`src/rtl/ps2_host_tx_pkg.sv`:
```
// Shared definitions for the PS/2 host transmitter: FSM states, frame
// geometry, default timing and the frame builder.
package ps2_host_tx_pkg;

  localparam int FRAME_LEN       = 11;
  localparam int TIMER_W         = 20;
  localparam int DEF_INHIBIT_CYC = 5500;
  localparam int DEF_START_TMO   = 750000;
  localparam int DEF_XFER_TMO    = 100000;
  localparam int DEF_FILT_LEN    = 8;

  typedef logic [7:0] ps2_byte_t;

  typedef enum logic [3:0] {
    S_IDLE,
    S_INHIBIT,
    S_START,
    S_REQ,
    S_SHIFT,
    S_ACK,
    S_WAITREL,
    S_END,
    S_FAIL
  } state_t;

  // {stop, odd parity, data}; shifted out LSB first
  function automatic logic [9:0] build_frame(input ps2_byte_t data);
    return {1'b1, ~^data, data};
  endfunction

endpackage

```
`src/rtl/ps2_host_tx_if.sv`:
```
// Command/status handshake between the CPU-side requester and the PS/2
// host transmitter.
interface ps2_host_tx_if;
  import ps2_host_tx_pkg::*;

  ps2_byte_t tx_data;
  logic      tx_start;
  logic      busy;
  logic      done;
  logic      ack_err;
  logic      tmo_err;

  modport master (
    output tx_data, tx_start,
    input  busy, done, ack_err, tmo_err
  );

  modport slave (
    input  tx_data, tx_start,
    output busy, done, ack_err, tmo_err
  );

endinterface

```
`src/rtl/ps2_host_tx_filter.sv`:
```
// Two-flop synchroniser plus debounce: a new line level is accepted only
// after FILT_LEN consecutive samples agree. Idles high like the bus.
module ps2_line_filter
  import ps2_host_tx_pkg::*;
#(
  parameter int FILT_LEN = DEF_FILT_LEN
) (
  input  logic clock,
  input  logic reset,
  input  logic i_line,
  output logic o_level
);

  localparam int            CW   = $clog2(FILT_LEN) + 1;
  localparam logic [CW-1:0] LAST = CW'(FILT_LEN - 1);

  logic [1:0]    r_sync;
  logic [CW-1:0] r_cnt;
  logic          r_level;
  logic          w_diff;

  assign w_diff  = r_sync[1] ^ r_level;
  assign o_level = r_level;

  always_ff @(posedge clock or posedge reset) begin
    if (reset) begin
      r_sync  <= 2'b11;
      r_cnt   <= '0;
      r_level <= 1'b1;
    end else begin
      r_sync <= {r_sync[0], i_line};
      if (!w_diff) begin
        r_cnt <= '0;
      end else if (r_cnt == LAST) begin
        r_cnt   <= '0;
        r_level <= r_sync[1];
      end else begin
        r_cnt <= r_cnt + 1'b1;
      end
    end
  end

endmodule

```
`src/rtl/ps2_host_tx.sv`:
```
// Host-to-device PS/2 transmitter: inhibits the bus, requests to send, shifts
// one byte out on device-generated clocks and checks the device ACK bit.
module ps2_host_tx
  import ps2_host_tx_pkg::*;
#(
  parameter int INHIBIT_CYC = DEF_INHIBIT_CYC,
  parameter int START_TMO   = DEF_START_TMO,
  parameter int XFER_TMO    = DEF_XFER_TMO,
  parameter int FILT_LEN    = DEF_FILT_LEN
) (
  input  logic         clock,
  input  logic         reset,
  ps2_host_tx_if.slave bus,
  input  logic         ps2_clk_i,
  input  logic         ps2_dat_i,
  output logic         ps2_clk_oe,
  output logic         ps2_dat_oe
);

  localparam logic [TIMER_W-1:0] INH_LAST   = TIMER_W'(INHIBIT_CYC - 1);
  localparam logic [TIMER_W-1:0] START_LIM  = TIMER_W'(START_TMO);
  localparam logic [TIMER_W-1:0] XFER_LIM   = TIMER_W'(XFER_TMO);
  localparam logic [3:0]         LAST_SHIFT = 4'(FRAME_LEN - 2);

  state_t             r_state, w_next;
  logic [TIMER_W-1:0] r_timer;
  logic [3:0]         r_bitcnt;
  logic [9:0]         r_shift;
  logic               r_dat_drv;
  logic               r_nack;
  logic               r_clk_prev;
  logic               w_clk_f, w_dat_f, w_fall;
  logic               w_timer_clr, w_load, w_shift, w_set_nack, w_xfer_tmo;

  ps2_line_filter #(.FILT_LEN(FILT_LEN)) u_clk_filt (
    .clock   (clock),
    .reset   (reset),
    .i_line  (ps2_clk_i),
    .o_level (w_clk_f)
  );

  ps2_line_filter #(.FILT_LEN(FILT_LEN)) u_dat_filt (
    .clock   (clock),
    .reset   (reset),
    .i_line  (ps2_dat_i),
    .o_level (w_dat_f)
  );

  assign w_fall     = r_clk_prev & ~w_clk_f;
  assign w_xfer_tmo = (r_timer > XFER_LIM);

  always_comb begin
    w_next      = r_state;
    w_timer_clr = 1'b0;
    w_load      = 1'b0;
    w_shift     = 1'b0;
    w_set_nack  = 1'b0;
    unique case (r_state)
      S_IDLE: begin
        if (bus.tx_start) begin
          w_load      = 1'b1;
          w_timer_clr = 1'b1;
          w_next      = S_INHIBIT;
        end
      end
      S_INHIBIT: begin
        if (r_timer == INH_LAST) w_next = S_START;
      end
      S_START: begin
        w_timer_clr = 1'b1;
        w_next      = S_REQ;
      end
      S_REQ: begin
        if (w_fall) begin
          w_shift     = 1'b1;
          w_timer_clr = 1'b1;
          w_next      = S_SHIFT;
        end else if (r_timer > START_LIM) begin
          w_next = S_FAIL;
        end
      end
      // Falls 2..10 put out the remaining frame bits; the tenth releases DAT
      S_SHIFT: begin
        if (w_xfer_tmo) begin
          w_next = S_FAIL;
        end else if (w_fall) begin
          w_shift = 1'b1;
          if (r_bitcnt == LAST_SHIFT) w_next = S_ACK;
        end
      end
      S_ACK: begin
        if (w_xfer_tmo) begin
          w_next = S_FAIL;
        end else if (w_fall) begin
          if (w_dat_f) begin
            w_set_nack = 1'b1;
            w_next     = S_FAIL;
          end else begin
            w_next = S_WAITREL;
          end
        end
      end
      S_WAITREL: begin
        if (w_xfer_tmo)             w_next = S_FAIL;
        else if (w_clk_f && w_dat_f) w_next = S_END;
      end
      S_END, S_FAIL: w_next = S_IDLE;
      default:       w_next = S_IDLE;
    endcase
  end

  always_ff @(posedge clock or posedge reset) begin
    if (reset) begin
      r_state    <= S_IDLE;
      r_timer    <= '0;
      r_bitcnt   <= '0;
      r_shift    <= '0;
      r_dat_drv  <= 1'b0;
      r_nack     <= 1'b0;
      r_clk_prev <= 1'b1;
    end else begin
      r_state    <= w_next;
      r_clk_prev <= w_clk_f;
      if (w_timer_clr)        r_timer <= '0;
      else if (r_timer != '1) r_timer <= r_timer + 1'b1;
      if (w_load) begin
        r_shift   <= build_frame(bus.tx_data);
        r_bitcnt  <= '0;
        r_dat_drv <= 1'b0;
        r_nack    <= 1'b0;
      end else if (w_shift) begin
        r_dat_drv <= ~r_shift[0];
        r_shift   <= {1'b0, r_shift[9:1]};
        r_bitcnt  <= r_bitcnt + 1'b1;
      end
      if (w_set_nack) r_nack <= 1'b1;
    end
  end

  // Outputs decode straight from the state so an async reset frees the bus at once
  assign bus.busy    = (r_state != S_IDLE);
  assign bus.done    = (r_state == S_END) || (r_state == S_FAIL);
  assign bus.ack_err = (r_state == S_FAIL) && r_nack;
  assign bus.tmo_err = (r_state == S_FAIL) && !r_nack;
  assign ps2_clk_oe  = (r_state == S_INHIBIT) || (r_state == S_START);
  assign ps2_dat_oe  = (r_state == S_START) || (r_state == S_REQ) ||
                       ((r_state == S_SHIFT) && r_dat_drv);

endmodule
```
`src/flat_wrapper.sv`:
```
// flat-port wrapper written by rule: the top's interface ports become plain ports
module ps2_host_tx_flat import ps2_host_tx_pkg::*;
#(
  parameter int INHIBIT_CYC = DEF_INHIBIT_CYC,
  parameter int START_TMO   = DEF_START_TMO,
  parameter int XFER_TMO    = DEF_XFER_TMO,
  parameter int FILT_LEN    = DEF_FILT_LEN
)
  (clock, reset, ps2_clk_i, ps2_dat_i, ps2_clk_oe, ps2_dat_oe, bus_tx_data, bus_tx_start, bus_busy, bus_done, bus_ack_err, bus_tmo_err);
  ps2_host_tx_if bus_i ();
  input  logic clock;
  input  logic reset;
  input  logic ps2_clk_i;
  input  logic ps2_dat_i;
  output logic ps2_clk_oe;
  output logic ps2_dat_oe;
  input wire logic [$bits(bus_i.tx_data)-1:0] bus_tx_data;
  input wire logic [$bits(bus_i.tx_start)-1:0] bus_tx_start;
  output wire logic [$bits(bus_i.busy)-1:0] bus_busy;
  output wire logic [$bits(bus_i.done)-1:0] bus_done;
  output wire logic [$bits(bus_i.ack_err)-1:0] bus_ack_err;
  output wire logic [$bits(bus_i.tmo_err)-1:0] bus_tmo_err;
  assign bus_i.tx_data = bus_tx_data;
  assign bus_i.tx_start = bus_tx_start;
  assign bus_busy = bus_i.busy;
  assign bus_done = bus_i.done;
  assign bus_ack_err = bus_i.ack_err;
  assign bus_tmo_err = bus_i.tmo_err;
  ps2_host_tx #(.INHIBIT_CYC(INHIBIT_CYC), .START_TMO(START_TMO), .XFER_TMO(XFER_TMO), .FILT_LEN(FILT_LEN)) u_core (.clock(clock), .reset(reset), .bus(bus_i), .ps2_clk_i(ps2_clk_i), .ps2_dat_i(ps2_dat_i), .ps2_clk_oe(ps2_clk_oe), .ps2_dat_oe(ps2_dat_oe));
endmodule
```
`config.mk`:
```
export PLATFORM = sky130hd
export DESIGN_NAME = ps2_host_tx_flat
export DESIGN_NICKNAME = d
export VERILOG_FILES = /design/src/rtl/ps2_host_tx_pkg.sv /design/src/rtl/ps2_host_tx_if.sv /design/src/rtl/ps2_host_tx_filter.sv /design/src/rtl/ps2_host_tx.sv /design/src/flat_wrapper.sv
export SDC_FILE = /design/constraint.sdc
export NUM_CORES = 1
export LEC_CHECK = 0
export CAP_MARGIN = 30
export CORE_MARGIN = 2
export CORE_UTILIZATION = 50
export DETAILED_ROUTE_END_ITERATION = 7
export PLACE_DENSITY_LB_ADDON = 0.15
export SLEW_MARGIN = 40
export SYNTH_ARGS = -nofsm -noshare
export SYNTH_HDL_FRONTEND = slang
export SYNTH_SLANG_ARGS = --single-unit
```
`constraint.sdc`:
```
create_clock -name clock -period 2.6 [get_ports clock]
set_input_delay 0.52 -clock clock [delete_from_list [all_inputs] [get_ports clock]]
set_output_delay 0.52 -clock clock [all_outputs]
set_load 0.02 [all_outputs]
```
==> results.json <==
{
  "synth_flop_cell": "dfrtp_1",
  "die_area_um2": 7110,
  "row_count": 29,
  "worst_slew_pin_slew_ps": 508,
  "synth_xor_area_share_pct": 7.60,
  "fin_worst_skew_ps": 7.74,
  "post-route-drc-count": 0,
  "fin_cells": 436,
  "synth_compound_gate_area_share_pct": 14.5,
  "dp_cells": 428,
  "avgViaCountPerCell": 5.63,
  "yosys_warnings": 0,
  "die_y_um": 84.4,
  "synthAdderAreaFrac_pct": 2.33,
  "min-delay-start": "u_core.u_dat_filt.r_sync[0]",
  "dieWidth_um": 84.4,
  "syn_area_per_cell_um2": 9.41,
  "max_freq_mhz": 407,
  "p_leak_uw": 0.00137,
  "synth_top_area_share_pct": 37.2,
  "powerDensity_nw_per_um2": 909,
  "netlist_area_um2": 3230,
  "wl_mm": 5.96,
  "yosys.area_share.simple_pct": 26.3,
  "ctsHoldBuffers": 0,
  "synth-seq-area-share_pct": 42.9,
  "synth_cells": 343,
  "fill_cells": 606,
  "ant_nets": 0,
  "drive_above_1_share_pct": 15.6,
  "nNetsFinal": 377,
  "grt_pass1_wl_mm": 10.6,
  "critical_path_class": "reg2out",
  "max-vdd-ir-drop_mv": 0.500,
  "grt_pass1_vias": 2402,
  "ioPinCount": 19,
  "start_util_pct": 51.1,
  "core-area_um2": 6310,
  "grt_use_total_pct": 18.0,
  "crit_arrival_ps": 1940,
  "dr_wl_met2_mm": 2.83,
  "clock_tree.root_cell": "clkbuf_8",
  "insertion_delay_ps": 300,
  "overflow": 0,
  "portBuffers": 18,
  "antenna_found_initial": 0,
  "critPathCaptureType": "primary output",
  "finalHoldWorstSlack_ps": 361,
  "path_max_fanout": 16,
  "drtIter0Drc": 191,
  "drtPass1Iterations": 4,
  "setup_viol": 0,
  "place_hpwl_mm": 4.31,
  "status": "finished, final reports clean",
  "synth_edf_count": 0,
  "vias": 2453,
  "drv_slew": 0,
  "synth_cell_type_count": 62,
  "cts_buffers": 5,
  "rsz0062_at_grt": "no",
  "globalplace.congestion": 0.836,
  "slew_headroom_pct": 66.1,
  "synthToLayoutAreaGrowth_pct": 9.53,
  "top_layer": "met4",
  "diodes": 0,
  "cts.sink_count": 55,
  "critPathLaunchType": "flop",
  "crit_start": "u_core.r_state[3]",
  "met3_length_um": 218,
  "grt_max_degree": 37,
  "synth_top_family_by_area": "simple AND/OR/NAND/NOR gates",
  "timing.rr.start": "u_core.r_timer[0]",
  "finalSetupTns_ps": 0,
  "clk_pin_slew_ps": 90,
  "cts.path.max_buffers": 2,
  "wl_per_cell_um": 13.7,
  "synthesis.nets": 362,
  "wirelength_met1_mm": 2.87,
  "synth_top_area_cell": "dfrtp_1",
  "synth.mux.area_fraction_pct": 1.40,
  "hold_viol": 0,
  "cp.required_ps": 2080,
  "fin_crit_sh_pct": 94.4,
  "ys_ff_latch": 55,
  "htree_levels": 2,
  "tritoncts": "done",
  "ys_async_sr_fraction_pct": 100,
  "cap_violations": 0,
  "min_path_type": "reg2reg",
  "finalCriticalPeriod_ps": 2460,
  "synth_area_leaders": "dfrtp_1 37%, xnor2_1 7.1%, dfstp_2 5.7%, nor2_1 5.0%, nand2_1 4.2%"
}
-- layout by cell type, fill, tap and decap left out, types with 6 or more instances in the layout --
| master | instances |
|---|---|
| dfstp_2 | 7 |
| nor2_1 | 43 |
| nand3_1 | 16 |
| clkdlybuf4s50_1 | 18 |
| nor2_2 | 7 |
| o21ai_0 | 13 |
| a31oi_2 | 7 |
| inv_1 | 11 |
| dfrtp_1 | 46 |
| nor3_1 | 16 |
| nand2_1 | 36 |
| ha_1 | 6 |
| a21oi_1 | 13 |
| xnor2_1 | 26 |
-- through the flow --
step                      worst slack [ps]  cell area, µm²  utilization [%]  total power, µW
after floorplan                        456            3230                -             2450
after global placement                 280            3440             54.5             2740
after detailed placement               262            3440             54.5             2760
after CTS                             63.2            3530             55.9             3250
after global routing                  35.4            3540             56.0             3460
final                                  145            3540             56.0             3210
-- cells by family after synthesis --
| logic type | count (synthesis) |
|---|---|
| simple gates | 164 |
| mux | 4 |
| compound gates | 59 |
| fa+ha+maj | 6 |
| xor+xnor | 28 |
| buf+inv | 27 |
| flops | 55 |
-- flip-flops by register name (all words and copies together), names as in the netlist, 2 cells and up --
| signal | count |
|---|---|
| u_core.u_dat_filt.r_sync | 2 |
| u_core.r_state | 4 |
| u_core.u_clk_filt.r_cnt | 4 |
| u_core.u_dat_filt.r_cnt | 4 |
| u_core.r_bitcnt | 4 |
| u_core.u_clk_filt.r_sync | 2 |
| u_core.r_timer | 20 |
| u_core.r_shift | 10 |
-- metal layers --
layer | global-route usage [%] | vias to the layer above
li1 | - | 1231
met1 | 24.8 | 1179
met2 | 29.9 | 39
met3 | 3.24 | 4
met4 | 3.90 | 0
met5 | 0 | -
-- report_power, final --
part	internal [µW]	switching, µW
Clock	190	276
Combinational	630	758
Sequential	1090	266
Total	1910	1300
-- layout make-up --
type / instances / area (µm²) / area share (%)
repair buffers: 23 / 230 / 6.51
clock buffers: 5 / 68.8 / 1.95
multi-input cells: 261 / 1690 / 47.8
inverters: 12 / 45.0 / 1.27
clock inverters: 3 / 18.8 / 0.531
well taps: 77 / 96.3 / 2.72
flip-flops and latches: 55 / 1390 / 39.2
-- worst paths after layout --
check	slack, ps	depth (start not counted)	endpoint
min in group asynchronous	530	2	u_core.u_clk_filt.r_cnt[2]
setup / recovery	140	3	bus_busy
hold reg to reg	360	0	u_core.u_dat_filt.r_sync[1]
hold / removal	360	0	u_core.u_dat_filt.r_sync[1]
setup reg to reg	260	8	u_core.r_state[2]
max in group asynchronous	1450	3	u_core.u_dat_filt.r_sync[0]
-- timing repair --
action / CTS / global route
resized for setup: 0 / 3
endpoints found under the setup margin: 0 / 4
buffers inserted: 0 / 0
-- Yosys cell counts (all sizes together), types with 2 or more instances --
master   instances
nor4             6
dfstp            7
nand3           17
ha               6
mux2             4
or3              5
o21a             3
a31oi            9
dfrtp           48
clkbuf           8
inv             12
nand4            5
and3             5
nand2b           2
and3b            2
or4              3
nand2           37
nor3b            3
a211o            2
nor3            16
o2111ai          3
xnor2           26
nor4b            2
a21oi           16
xor2             2
and2             2
nor2            50
o21ai           13
nor2b            5
buf              6
-- critical path: stages, from the launching register on --
cell,delay (ps)
dfrtp_1,570
nor4_2,420
inv_1,100
clkdlybuf4s50_1,550
No activity file was read; power rests on OpenSTA's default activity.
